--- src/rtl/codec_config_seq_if.sv ---
// Handshake bundle between the codec configuration sequencer, the i2c_write
// engine (write/done/register/data) and the top level (start, volume, status).
interface codec_config_seq_if;
    logic       start;
    logic       done;
    logic       write;
    logic [7:0] register;
    logic [7:0] data;
    logic       vol_req;
    logic [6:0] vol_level;
    logic       vol_ack;
    logic       busy;
    logic       ready;
    logic       error;
    logic [2:0] step;

    modport master (
        input  start, done, vol_req, vol_level,
        output write, register, data, vol_ack, busy, ready, error, step
    );

    modport slave (
        output start, done, vol_req, vol_level,
        input  write, register, data, vol_ack, busy, ready, error, step
    );
endinterface

--- src/rtl/codec_config_seq.sv ---
// WM8731 configuration sequencer: walks a fixed 7-entry register table over the
// i2c_write engine, then serves runtime headphone-volume writes on the same engine.
module codec_config_seq #(
    parameter bit          AUTO_START     = 1'b1,
    parameter int unsigned GAP_CYCLES     = 500,
    parameter int unsigned TIMEOUT_CYCLES = 2_000_000
) (
    input  logic                sys_clk,
    input  logic                rst,
    codec_config_seq_if.master  bus
);

    localparam int unsigned TMO_W = $clog2(TIMEOUT_CYCLES + 1);
    localparam int unsigned GAP_W = $clog2(GAP_CYCLES + 1);
    localparam int unsigned CNT_W = (TMO_W > GAP_W) ? TMO_W : GAP_W;
    localparam logic [CNT_W-1:0] TMO_LAST  = CNT_W'(TIMEOUT_CYCLES - 1);
    localparam logic [CNT_W-1:0] GAP_LAST  = CNT_W'(GAP_CYCLES - 1);
    localparam logic [2:0]       LAST_STEP = 3'd6;
    localparam logic [7:0]       VOL_REG   = 8'h05;

    typedef enum logic [2:0] {
        S_IDLE, S_LOAD, S_REQ, S_REL, S_GAP, S_READY, S_ERR
    } state_t;

    state_t           state, state_nx;
    logic [CNT_W-1:0] cnt;
    logic [2:0]       step_q, step_nx;
    logic             item_vol_q, item_vol_nx;
    logic [6:0]       item_lvl_q, item_lvl_nx;
    logic             pend_q;
    logic [6:0]       pend_lvl_q;
    logic             take_pend;
    logic             auto_q;
    logic             tmo, gap_end, counting;

    logic       write_q, write_d;
    logic [7:0] reg_q, reg_d;
    logic [7:0] data_q, data_d;
    logic       ack_q, ack_d;
    logic       busy_q, busy_d;
    logic       ready_q, ready_d;
    logic       error_q, error_d;
    logic [2:0] step_out_q, step_out_d;

    function automatic logic [15:0] table_entry(input logic [2:0] idx);
        case (idx)
            3'd0:    table_entry = 16'h1E00;
            3'd1:    table_entry = 16'h0812;
            3'd2:    table_entry = 16'h0A00;
            3'd3:    table_entry = 16'h0C00;
            3'd4:    table_entry = 16'h0E02;
            3'd5:    table_entry = 16'h1000;
            default: table_entry = 16'h1201;
        endcase
    endfunction

    assign tmo      = (cnt == TMO_LAST);
    assign gap_end  = (cnt == GAP_LAST);
    assign counting = (state == S_LOAD) || (state == S_REQ) ||
                      (state == S_REL)  || (state == S_GAP);

    // State register plus every registered datapath/output value
    always_ff @(posedge sys_clk) begin
        if (rst) begin
            state      <= S_IDLE;
            cnt        <= '0;
            step_q     <= '0;
            item_vol_q <= 1'b0;
            item_lvl_q <= '0;
            pend_q     <= 1'b0;
            pend_lvl_q <= '0;
            auto_q     <= AUTO_START;
            write_q    <= 1'b0;
            reg_q      <= '0;
            data_q     <= '0;
            ack_q      <= 1'b0;
            busy_q     <= 1'b0;
            ready_q    <= 1'b0;
            error_q    <= 1'b0;
            step_out_q <= '0;
        end else begin
            state      <= state_nx;
            step_q     <= step_nx;
            item_vol_q <= item_vol_nx;
            item_lvl_q <= item_lvl_nx;
            auto_q     <= 1'b0;
            if (state_nx != state || !counting) begin
                cnt <= '0;
            end else begin
                cnt <= cnt + 1'b1;
            end
            // A new request in the same cycle READY takes the old one keeps it pending
            if (bus.vol_req) begin
                pend_q     <= 1'b1;
                pend_lvl_q <= bus.vol_level;
            end else if (take_pend) begin
                pend_q <= 1'b0;
            end
            write_q    <= write_d;
            reg_q      <= reg_d;
            data_q     <= data_d;
            ack_q      <= ack_d;
            busy_q     <= busy_d;
            ready_q    <= ready_d;
            error_q    <= error_d;
            step_out_q <= step_out_d;
        end
    end

    always_comb begin
        state_nx    = state;
        step_nx     = step_q;
        item_vol_nx = item_vol_q;
        item_lvl_nx = item_lvl_q;
        take_pend   = 1'b0;
        case (state)
            S_IDLE: begin
                if (bus.start || auto_q) begin
                    state_nx    = S_LOAD;
                    step_nx     = '0;
                    item_vol_nx = 1'b0;
                end
            end
            S_LOAD: begin
                if (!bus.done)  state_nx = S_REQ;
                else if (tmo)   state_nx = S_ERR;
            end
            S_REQ: begin
                if (bus.done)   state_nx = S_REL;
                else if (tmo)   state_nx = S_ERR;
            end
            S_REL: begin
                if (!bus.done)  state_nx = S_GAP;
                else if (tmo)   state_nx = S_ERR;
            end
            S_GAP: begin
                if (gap_end) begin
                    if (item_vol_q || step_q == LAST_STEP) begin
                        state_nx = S_READY;
                    end else begin
                        state_nx = S_LOAD;
                        step_nx  = step_q + 3'd1;
                    end
                end
            end
            S_READY: begin
                if (bus.start) begin
                    state_nx    = S_LOAD;
                    step_nx     = '0;
                    item_vol_nx = 1'b0;
                end else if (pend_q) begin
                    state_nx    = S_LOAD;
                    step_nx     = '0;
                    item_vol_nx = 1'b1;
                    item_lvl_nx = pend_lvl_q;
                    take_pend   = 1'b1;
                end
            end
            S_ERR: begin
                if (bus.start) begin
                    state_nx    = S_LOAD;
                    step_nx     = '0;
                    item_vol_nx = 1'b0;
                end
            end
            default: state_nx = S_IDLE;
        endcase
    end

    // Outputs are decoded from the next state so they register in step with it
    always_comb begin
        logic [15:0] item;
        item       = item_vol_nx ? {VOL_REG, 1'b0, item_lvl_nx} : table_entry(step_nx);
        write_d    = (state_nx == S_REQ);
        busy_d     = (state_nx == S_LOAD) || (state_nx == S_REQ) ||
                     (state_nx == S_REL)  || (state_nx == S_GAP);
        ready_d    = (state_nx == S_READY);
        error_d    = (state_nx == S_ERR);
        ack_d      = (state == S_GAP) && (state_nx == S_READY) && item_vol_q;
        step_out_d = (busy_d && !item_vol_nx) ? step_nx : '0;
        reg_d      = reg_q;
        data_d     = data_q;
        if (state_nx == S_LOAD && state != S_LOAD) begin
            reg_d  = item[15:8];
            data_d = item[7:0];
        end
    end

    assign bus.write    = write_q;
    assign bus.register = reg_q;
    assign bus.data     = data_q;
    assign bus.vol_ack  = ack_q;
    assign bus.busy     = busy_q;
    assign bus.ready    = ready_q;
    assign bus.error    = error_q;
    assign bus.step     = step_out_q;

endmodule

--- src/flat_wrapper.sv ---
// flat-port wrapper written by rule: the top's interface ports become plain ports
module codec_config_seq_flat 
#(
    parameter bit          AUTO_START     = 1'b1,
    parameter int unsigned GAP_CYCLES     = 500,
    parameter int unsigned TIMEOUT_CYCLES = 2_000_000
)
  (sys_clk, rst, bus_start, bus_done, bus_vol_req, bus_vol_level, bus_write, bus_register, bus_data, bus_vol_ack, bus_busy, bus_ready, bus_error, bus_step);
  codec_config_seq_if bus_i ();
  input  logic sys_clk;
  input  logic rst;
  input wire logic [$bits(bus_i.start)-1:0] bus_start;
  input wire logic [$bits(bus_i.done)-1:0] bus_done;
  input wire logic [$bits(bus_i.vol_req)-1:0] bus_vol_req;
  input wire logic [$bits(bus_i.vol_level)-1:0] bus_vol_level;
  output wire logic [$bits(bus_i.write)-1:0] bus_write;
  output wire logic [$bits(bus_i.register)-1:0] bus_register;
  output wire logic [$bits(bus_i.data)-1:0] bus_data;
  output wire logic [$bits(bus_i.vol_ack)-1:0] bus_vol_ack;
  output wire logic [$bits(bus_i.busy)-1:0] bus_busy;
  output wire logic [$bits(bus_i.ready)-1:0] bus_ready;
  output wire logic [$bits(bus_i.error)-1:0] bus_error;
  output wire logic [$bits(bus_i.step)-1:0] bus_step;
  assign bus_i.start = bus_start;
  assign bus_i.done = bus_done;
  assign bus_i.vol_req = bus_vol_req;
  assign bus_i.vol_level = bus_vol_level;
  assign bus_write = bus_i.write;
  assign bus_register = bus_i.register;
  assign bus_data = bus_i.data;
  assign bus_vol_ack = bus_i.vol_ack;
  assign bus_busy = bus_i.busy;
  assign bus_ready = bus_i.ready;
  assign bus_error = bus_i.error;
  assign bus_step = bus_i.step;
  codec_config_seq #(.AUTO_START(AUTO_START), .GAP_CYCLES(GAP_CYCLES), .TIMEOUT_CYCLES(TIMEOUT_CYCLES)) u_core (.sys_clk(sys_clk), .rst(rst), .bus(bus_i));
endmodule
--- config.mk ---
export PLATFORM = sky130hd
export DESIGN_NAME = codec_config_seq_flat
export DESIGN_NICKNAME = d
export VERILOG_FILES = /design/src/rtl/codec_config_seq_if.sv /design/src/rtl/codec_config_seq.sv /design/src/flat_wrapper.sv
export SDC_FILE = /design/constraint.sdc
export NUM_CORES = 1
export LEC_CHECK = 0
export ABC_AREA = 1
export CORE_ASPECT_RATIO = 2
export CORE_UTILIZATION = 55
export CTS_BUF_LIST = sky130_fd_sc_hd__clkbuf_2 sky130_fd_sc_hd__clkbuf_4 sky130_fd_sc_hd__clkbuf_8
export DETAILED_ROUTE_END_ITERATION = 16
export GPL_TIMING_DRIVEN = 0
export PLACE_DENSITY = 0.79
export SLEW_MARGIN = 20
export SYNTH_ARGS = -nofsm -noshare
export SYNTH_HDL_FRONTEND = slang
export SYNTH_SLANG_ARGS = --single-unit
--- constraint.sdc ---
create_clock -name sys_clk -period 2.5 [get_ports sys_clk]
set_clock_uncertainty 0.2 [all_clocks]
set_input_delay 0.625 -clock sys_clk [delete_from_list [all_inputs] [get_ports sys_clk]]
set_output_delay 0.625 -clock sys_clk [all_outputs]
set_load 0.01 [all_outputs]
==> results of run 1 <==
## worst min-delay path by stage
stage	startpoint	endpoint	slack, ns	depth (start not counted)
after floorplan	u_core.cnt[0]	u_core.cnt[0]	0.22	1
final	u_core.cnt[0]	u_core.cnt[0]	0.24	1
after global routing	u_core.cnt[0]	u_core.cnt[0]	0.26	1
after detailed placement	u_core.cnt[0]	u_core.cnt[0]	0.24	1
after CTS	u_core.cnt[0]	u_core.cnt[0]	0.25	1
after global placement	u_core.cnt[0]	u_core.cnt[0]	0.23	1
## where the power goes
part           switching, mW  internal, mW  leakage [nW]
Clock                  0.386         0.490         0.101
Sequential            0.0207          1.02         0.505
Combinational          0.161         0.107         0.879
Total                  0.567          1.62          1.48
## cell usage after synthesis, types with 2 or more instances
| library cell | count | area [µm²] |
|---|---|---|
| nor2_1 | 84 | 315 |
| nand2_1 | 77 | 289 |
| dfxtp_1 | 62 | 1240 |
| inv_1 | 40 | 150 |
| nand3_1 | 30 | 150 |
| o21ai_0 | 15 | 75.1 |
| nor3_1 | 11 | 55.1 |
| a21oi_1 | 10 | 50.1 |
| inv_2 | 10 | 37.5 |
| xor2_1 | 10 | 87.6 |
| nand4_1 | 8 | 50.1 |
| a21oi_2 | 7 | 61.3 |
| nand2_2 | 7 | 43.8 |
| nand3_2 | 7 | 70.1 |
| nor3_2 | 6 | 60.1 |
| buf_4 | 5 | 37.5 |
| a32o_1 | 4 | 40.0 |
| clkbuf_1 | 4 | 15.0 |
| clkinv_1 | 4 | 15.0 |
| nor2_2 | 4 | 25.0 |
| ha_1 | 3 | 37.5 |
| a31oi_1 | 2 | 12.5 |
| buf_2 | 2 | 10.0 |
| nor2_4 | 2 | 22.5 |
| nor4_1 | 2 | 12.5 |
| o21ai_1 | 2 | 10.0 |
| or2_2 | 2 | 12.5 |
## stage by stage
step	worst slack, ns	hold slack (ns)	cells	utilization [%]
2_1_floorplan	0.532	0.217	435	-
3_3_place_gp	-0.194	0.228	526	64.4
3_5_place_dp	-0.230	0.239	526	64.4
4_1_cts	0.118	0.248	542	68.0
5_1_grt	0.000241	0.264	542	68.1
6_report	0.163	0.243	542	68.1
## layout make-up
type | count | share of cell area [%]
multi-input cells | 307 | 43.0
clock buffers | 12 | 3.97
repair buffers | 31 | 8.48
well taps | 60 | 2.04
plain buffers | 12 | 2.00
flip-flops and latches | 62 | 33.7
clock inverters | 4 | 1.29
inverters | 54 | 5.50
## critical path, stage by stage, from the launching register on
cell and delay [ns]:
dfxtp_1 0.35, ha_1 0.30, nand2_1 0.10, inv_2 0.08, nand2_2 0.09, nor2_4 0.14, nand3_2 0.12, nand3b_1 0.15
nand3_2 0.14, o22ai_1 0.20, nand4_1 0.24, nor2_1 0.17
## metal layers
metal | part of all wire [%] | GRT usage (%)
met1 | 35 | 22.9
met2 | 56 | 49.9
met3 | 3.6 | 8.16
met4 | 5.7 | 22.9
met5 | 0 | 0
## sequential cells by signal (all words and copies together) (netlist names)
| register | cells |
|---|---|
| u_core.bus.vol_ack | 1 |
| u_core.bus.register | 5 |
| u_core.bus.data | 7 |
| u_core.step_q | 3 |
| u_core.item_lvl_q | 5 |
| u_core.auto_q | 1 |
| u_core.bus.ready | 1 |
| u_core.item_vol_q | 1 |
| u_core.bus.step | 3 |
| u_core.pend_q | 1 |
| u_core.cnt | 21 |
| u_core.state | 3 |
| u_core.bus.write | 1 |
| u_core.bus.busy | 1 |
| u_core.pend_lvl_q | 7 |
| u_core.bus.error | 1 |
## cells in the final DEF, fill, tap and decap left out, types with 2 or more instances in the layout
cell type,n
clkbuf_1,4
nor2_2,4
buf_4,5
a31oi_1,2
buf_2,2
clkbuf_8,9
ha_1,3
nand2_1,77
nor2_4,2
clkbuf_4,3
o21ai_0,15
clkinv_1,4
inv_2,10
nor3_1,11
o21ai_1,2
inv_1,40
nor3_2,6
dfxtp_1,61
clkinv_2,2
nand3_2,7
nand2_2,7
conb_1,4
clkdlybuf4s50_1,30
a21oi_1,10
nor4_1,2
nand3_1,30
a32o_1,4
xor2_1,10
nor2_1,84
nand4_1,8
or2_2,2
a21oi_2,7
## logic make-up after synthesis
logic type / synth area share (%)
and+or+nand+nor: 37.8
buffers and inverters: 8.94
DFF: 40.1
AOI/OAI and AO/OA: 8.73
xor gates and xnor gates: 3.11
adders and majority gates: 1.21
other: 0.121
==> impl_metrics.csv, run 1 <==
group,metric,value,unit
critical_path,arrival,2.42,ns
clock_network,cts_resized,0,
clock_network,cts.path.max_buffers,2,
drt,drt-initial-drc-count,69,
final_layout,drive_above_1_share,15.1,%
synthesis,synthArstFlopShare,0,%
run_status,outcome,"complete, no violations",
drt,drc,0,
clock_network,ctsHoldBuffers,0,
grt,antenna_found_initial,0,
drt,vias,2916,
critical_path,rrSetupSlack,0.16,ns
grt,grt_pass1_vias,2849,
synthesis,synth_edf_count,0,
clock_network,clk_pin_slew_worst_paths,0.06,ns
clock_network,clockRootBuffer,"clkbuf_8",
clock_network,cts_buffers,9,
final_layout,multi_input_area,1590,µm²
grt,grt.total_usage,28.0,%
synthesis,ys_seq_area_share,40.1,%
final_layout,num-fill-cells,503,
place,place_congestion,0.886,
critical_path,path_class,"reg -> reg",
synthesis,syn_inst,432,
floorplan,initial_core_util,57.1,%
floorplan,die_x,55.0,µm
timing,finalCriticalPeriod,2.34,ns
pwr,p_per_area,592,nW/µm²
floorplan,rows,38,
clock_network,cts_tree,"yes",
drt,wl,7040,µm
timing,fmax,0.428,GHz
clock_network,clk_latency,0.35,ns
critical_path,cp_max_fo,6,
place,placed_cell_area,3490,µm²
synthesis,syn_area_per_cell,7.16,µm²
pwr,power.leakage,1.48,nW
floorplan,core-area,5420,µm²
drt,antenna_left,0,
pwr,vdd_drop_max,0.547,mV
critical_path,endpoint,"u_core.bus.step[2]",
final_layout,area_delta_synth_final,19.2,%
critical_path,reg2reg_to,"u_core.bus.step[2]",
worst_hold_path,hold_path.class,"reg -> reg",
critical_path,r2r_cells,11,
timing,final-setup-viol-count,0,
place,place_hpwl,5540,µm
critical_path,crit_start,"u_core.cnt[0]",
final_layout,antenna_cells,0,
floorplan,dieHeight,108,µm
synthesis,ys.warnings.count,0,
clock_network,cts-htree-levels,3,
final_layout,fin_area,3690,µm²
drt,wl_per_cell,13.0,µm
floorplan,io_pins,36,
grt,grt_first_pass_wirelength,11800,µm
synthesis,synth-seq-cells,62,
grt,grt_max_degree,11,
grt,grt_remaining_overflow,0,
clock_network,clkSinkCount,62,
critical_path,crit_required,2.58,ns
clock_network,cts_setup_buffers,0,
timing,rsz0062_at_grt,"false",
timing,finalMaxSlewViolations,0,
pwr,finalPower,2.18,mW
drt,vias_per_cell,5.38,
synthesis,synth_ff_type,"dfxtp_1",
place,io_buffers,31,
critical_path,endpoint_kind,"flip-flop",
critical_path,start_kind,"flip-flop",
floorplan,design.die.area,5950,µm²
final_layout,final_nets,492,
critical_path,timing.rr.start,"u_core.cnt[0]",
synthesis,yosysUniqueCellTypes,39,
flow_run,cap_violations,0,
final_layout,register_area,1240,µm²
synthesis,syn-cell-area,3090,µm²
timing,hold_viol_final,0,
timing,timing.setup.tns,0,ns
timing,fin_crit_sh,93.5,%
drt,firstDrtPassIters,4,
No activity file was read; power rests on OpenSTA's default activity.
==> run 2: changes to the inputs <==
CORE_UTILIZATION = 40   (was 55)
CTS_BUF_LIST = unset   (was sky130_fd_sc_hd__clkbuf_2 sky130_fd_sc_hd__clkbuf_4 sky130_fd_sc_hd__clkbuf_8)
PLACE_DENSITY = unset   (was 0.79)
==> run 2 against run 1 <==
Effect of this change:
- first-iteration DRC count rose by 74%
- register-to-register slack gained 0.05 ns
- combinational power is 3% higher
- cell count increased by 6.5%
- die area rose by 36%
- via count is 2.9% lower
- cell area increased by 4.3%
- total power increased by 14%
- fmax increased by 2.3%
- hold slack improved by 0.014 ns
- sequential share of layout area is 1.3 points lower
- critical endpoint is now u_core.bus.step[1]
==> impl_metrics.csv, run 2 (same netlist as run 1, synthesis figures left out) <==
group,metric,value,unit
run_status,outcome,"complete, no violations",
pwr,finalPower,2.48,mW
clock_network,clkSinkCount,62,
grt,grt_pass1_vias,2825,
clock_network,cts_buffers,9,
drt,antenna_left,0,
drt,drc,0,
final_layout,final_cell_mix,"nor2_1, nand2_1, dfxtp_1",
critical_path,timing.rr.start,"u_core.cnt[0]",
timing,fmax,0.438,GHz
critical_path,path_class,"reg -> reg",
critical_path,endpoint_kind,"flip-flop",
timing,finalCriticalPeriod,2.28,ns
timing,finalMaxSlewViolations,0,
critical_path,rrSetupSlack,0.22,ns
timing,worst_slack,0.216,ns
final_layout,area_delta_synth_final,24.3,%
clock_network,cts-htree-levels,3,
critical_path,crit_required,2.56,ns
final_layout,top_register,"u_core.cnt",
flow_run,cap_violations,0,
clock_network,clockRootBuffer,"clkbuf_16",
floorplan,initial_core_util,41.0,%
critical_path,cp_max_fo,6,
critical_path,start_kind,"flip-flop",
final_layout,final_nets,493,
drt,wl,7490,µm
timing,hold_viol_final,0,
grt,grt_max_degree,13,
timing,final-setup-viol-count,0,
final_layout,layout_commonest_cell,"nor2_1",
clock_network,cts_tree,"yes",
place,place_hpwl,5970,µm
drt,firstDrtPassIters,4,
clock_network,clk_pin_slew_worst_paths,0.06,ns
pwr,vdd_drop_max,0.609,mV
drt,wl_per_cell,13.0,µm
floorplan,rows,45,
place,pre_cts_ws,-0.274,ns
place,io_buffers,31,
timing,fin_crit_sh,91.4,%
floorplan,core-area,7540,µm²
worst_hold_path,hold_path_depth,1,
critical_path,reg2reg_to,"u_core.bus.step[1]",
grt,antenna_found_initial,0,
pwr,p_per_area,645,nW/µm²
place,place_congestion,0.927,
floorplan,die_x,64.2,µm
grt,grt_first_pass_wirelength,12200,µm
grt,grt_remaining_overflow,0,
clock_network,cts.path.max_buffers,2,
worst_hold_path,hp-start,"u_core.cnt[0]",
floorplan,design.die.area,8110,µm²
drt,drt-initial-drc-count,120,
critical_path,r2r_cells,11,
final_layout,num-fill-cells,768,
critical_path,arrival,2.34,ns
drt,vias_per_cell,4.91,
clock_network,ctsHoldBuffers,0,
grt,grt.total_usage,19.8,%
final_layout,largest_reg_flops,21,
final_layout,antenna_cells,0,
floorplan,dieHeight,126,µm
clock_network,clk_latency,0.32,ns
floorplan,io_pins,36,
worst_hold_path,hold_path.class,"reg -> reg",
drt,vias,2832,
pwr,power.leakage,1.53,nW
final_layout,drive_above_1_share,16.1,%
timing,rsz0062_at_grt,"false",
worst_hold_path,hold-path-endpoint,"u_core.cnt[0]",
==> run 2: cell types whose count changed in the layout (fill, tap and decap cells not counted), sizes merged <==
cell      before  now
buf            8    9
clkbuf        16   14
clkinv         6    7
inv           50   51
bufinv         1    0
clkinvlp       1    2
==> run 2: power breakdown <==
| group | total, mW | leakage [nW] | switching (mW) | internal, mW |
|---|---|---|---|---|
| logic | 0.276 | 0.890 | 0.166 | 0.110 |
| registers | 1.04 | 0.505 | 0.0217 | 1.02 |
| clock network | 1.16 | 0.135 | 0.463 | 0.702 |
==> run 2: worst max path at each step <==
stage | startpoint | endpoint | slack (ns) | depth (start not counted)
final | u_core.cnt[0] | u_core.bus.step[1] | 0.22 | 11
after global routing | u_core.cnt[0] | u_core.bus.data[1] | 0.03 | 13
after CTS | bus_start | u_core.bus.data[1] | 0.06 | 11
after detailed placement | bus_start | u_core.bus.data[1] | -0.27 | 11
after global placement | rst | u_core.pend_lvl_q[4] | -0.27 | 7
after floorplan | u_core.step_q[0] | u_core.bus.busy | 0.53 | 11
==> run 2: area by class of cell <==
cell class | instances | area (µm²) | area share, %
buffer | 12 | 75.1 | 1.95
timing repair buffer | 32 | 320 | 8.33
clock buffer | 10 | 239 | 6.21
inverter | 54 | 203 | 5.27
tap | 94 | 118 | 3.06
multi-input combinational | 307 | 1600 | 41.6
clock inverter | 6 | 46.3 | 1.20
sequential | 62 | 1240 | 32.4
==> run 2: timing repair <==
| item | 4_1_cts | 5_1_grt |
|---|---|---|
| setup endpoints to repair | 0 | 17 |
| buffers inserted | 0 | 1 |
| endpoints found under the hold margin | 0 | 0 |
| resized for setup | 0 | 8 |
==> run 2: through the flow <==
| step | hold WS [ns] | TNS, ns | util (%) | instance area (µm²) | std cells |
|---|---|---|---|---|---|
| floorplan | 0.217 | 0 | - | 3110 | 435 |
| global placement | 0.227 | -5.18 | 46.8 | 3530 | 560 |
| detailed placement | 0.242 | -5.59 | 46.8 | 3530 | 560 |
| CTS | 0.250 | 0 | 50.6 | 3820 | 576 |
| global route | 0.282 | 0 | 51.0 | 3850 | 577 |
| finish | 0.257 | 0 | 51.0 | 3850 | 577 |
==> run 2: metal layers <==
layer / GRT usage (%) / wire length (µm) / vias to the layer above / share of wire (%)
li1: - / - / 1474 / -
met1: 16.2 / 2610 / 1287 / 35
met2: 39.7 / 4370 / 55 / 58
met3: 3.69 / 198 / 16 / 2.6
met4: 14.0 / 297 / 0 / 4.0
met5: 0 / 0 / - / 0
==> run 2: worst max-delay path, stage by stage (launching register included) <==
cell and delay (ns):
dfxtp_1 0.35, ha_2 0.26, nand2_1 0.08, inv_2 0.08, nand2_2 0.09, nor2_4 0.15
nand3_2 0.13, nand3b_1 0.15, nand3_2 0.15, o22ai_2 0.17, nand4_1 0.25, nor2_1 0.17
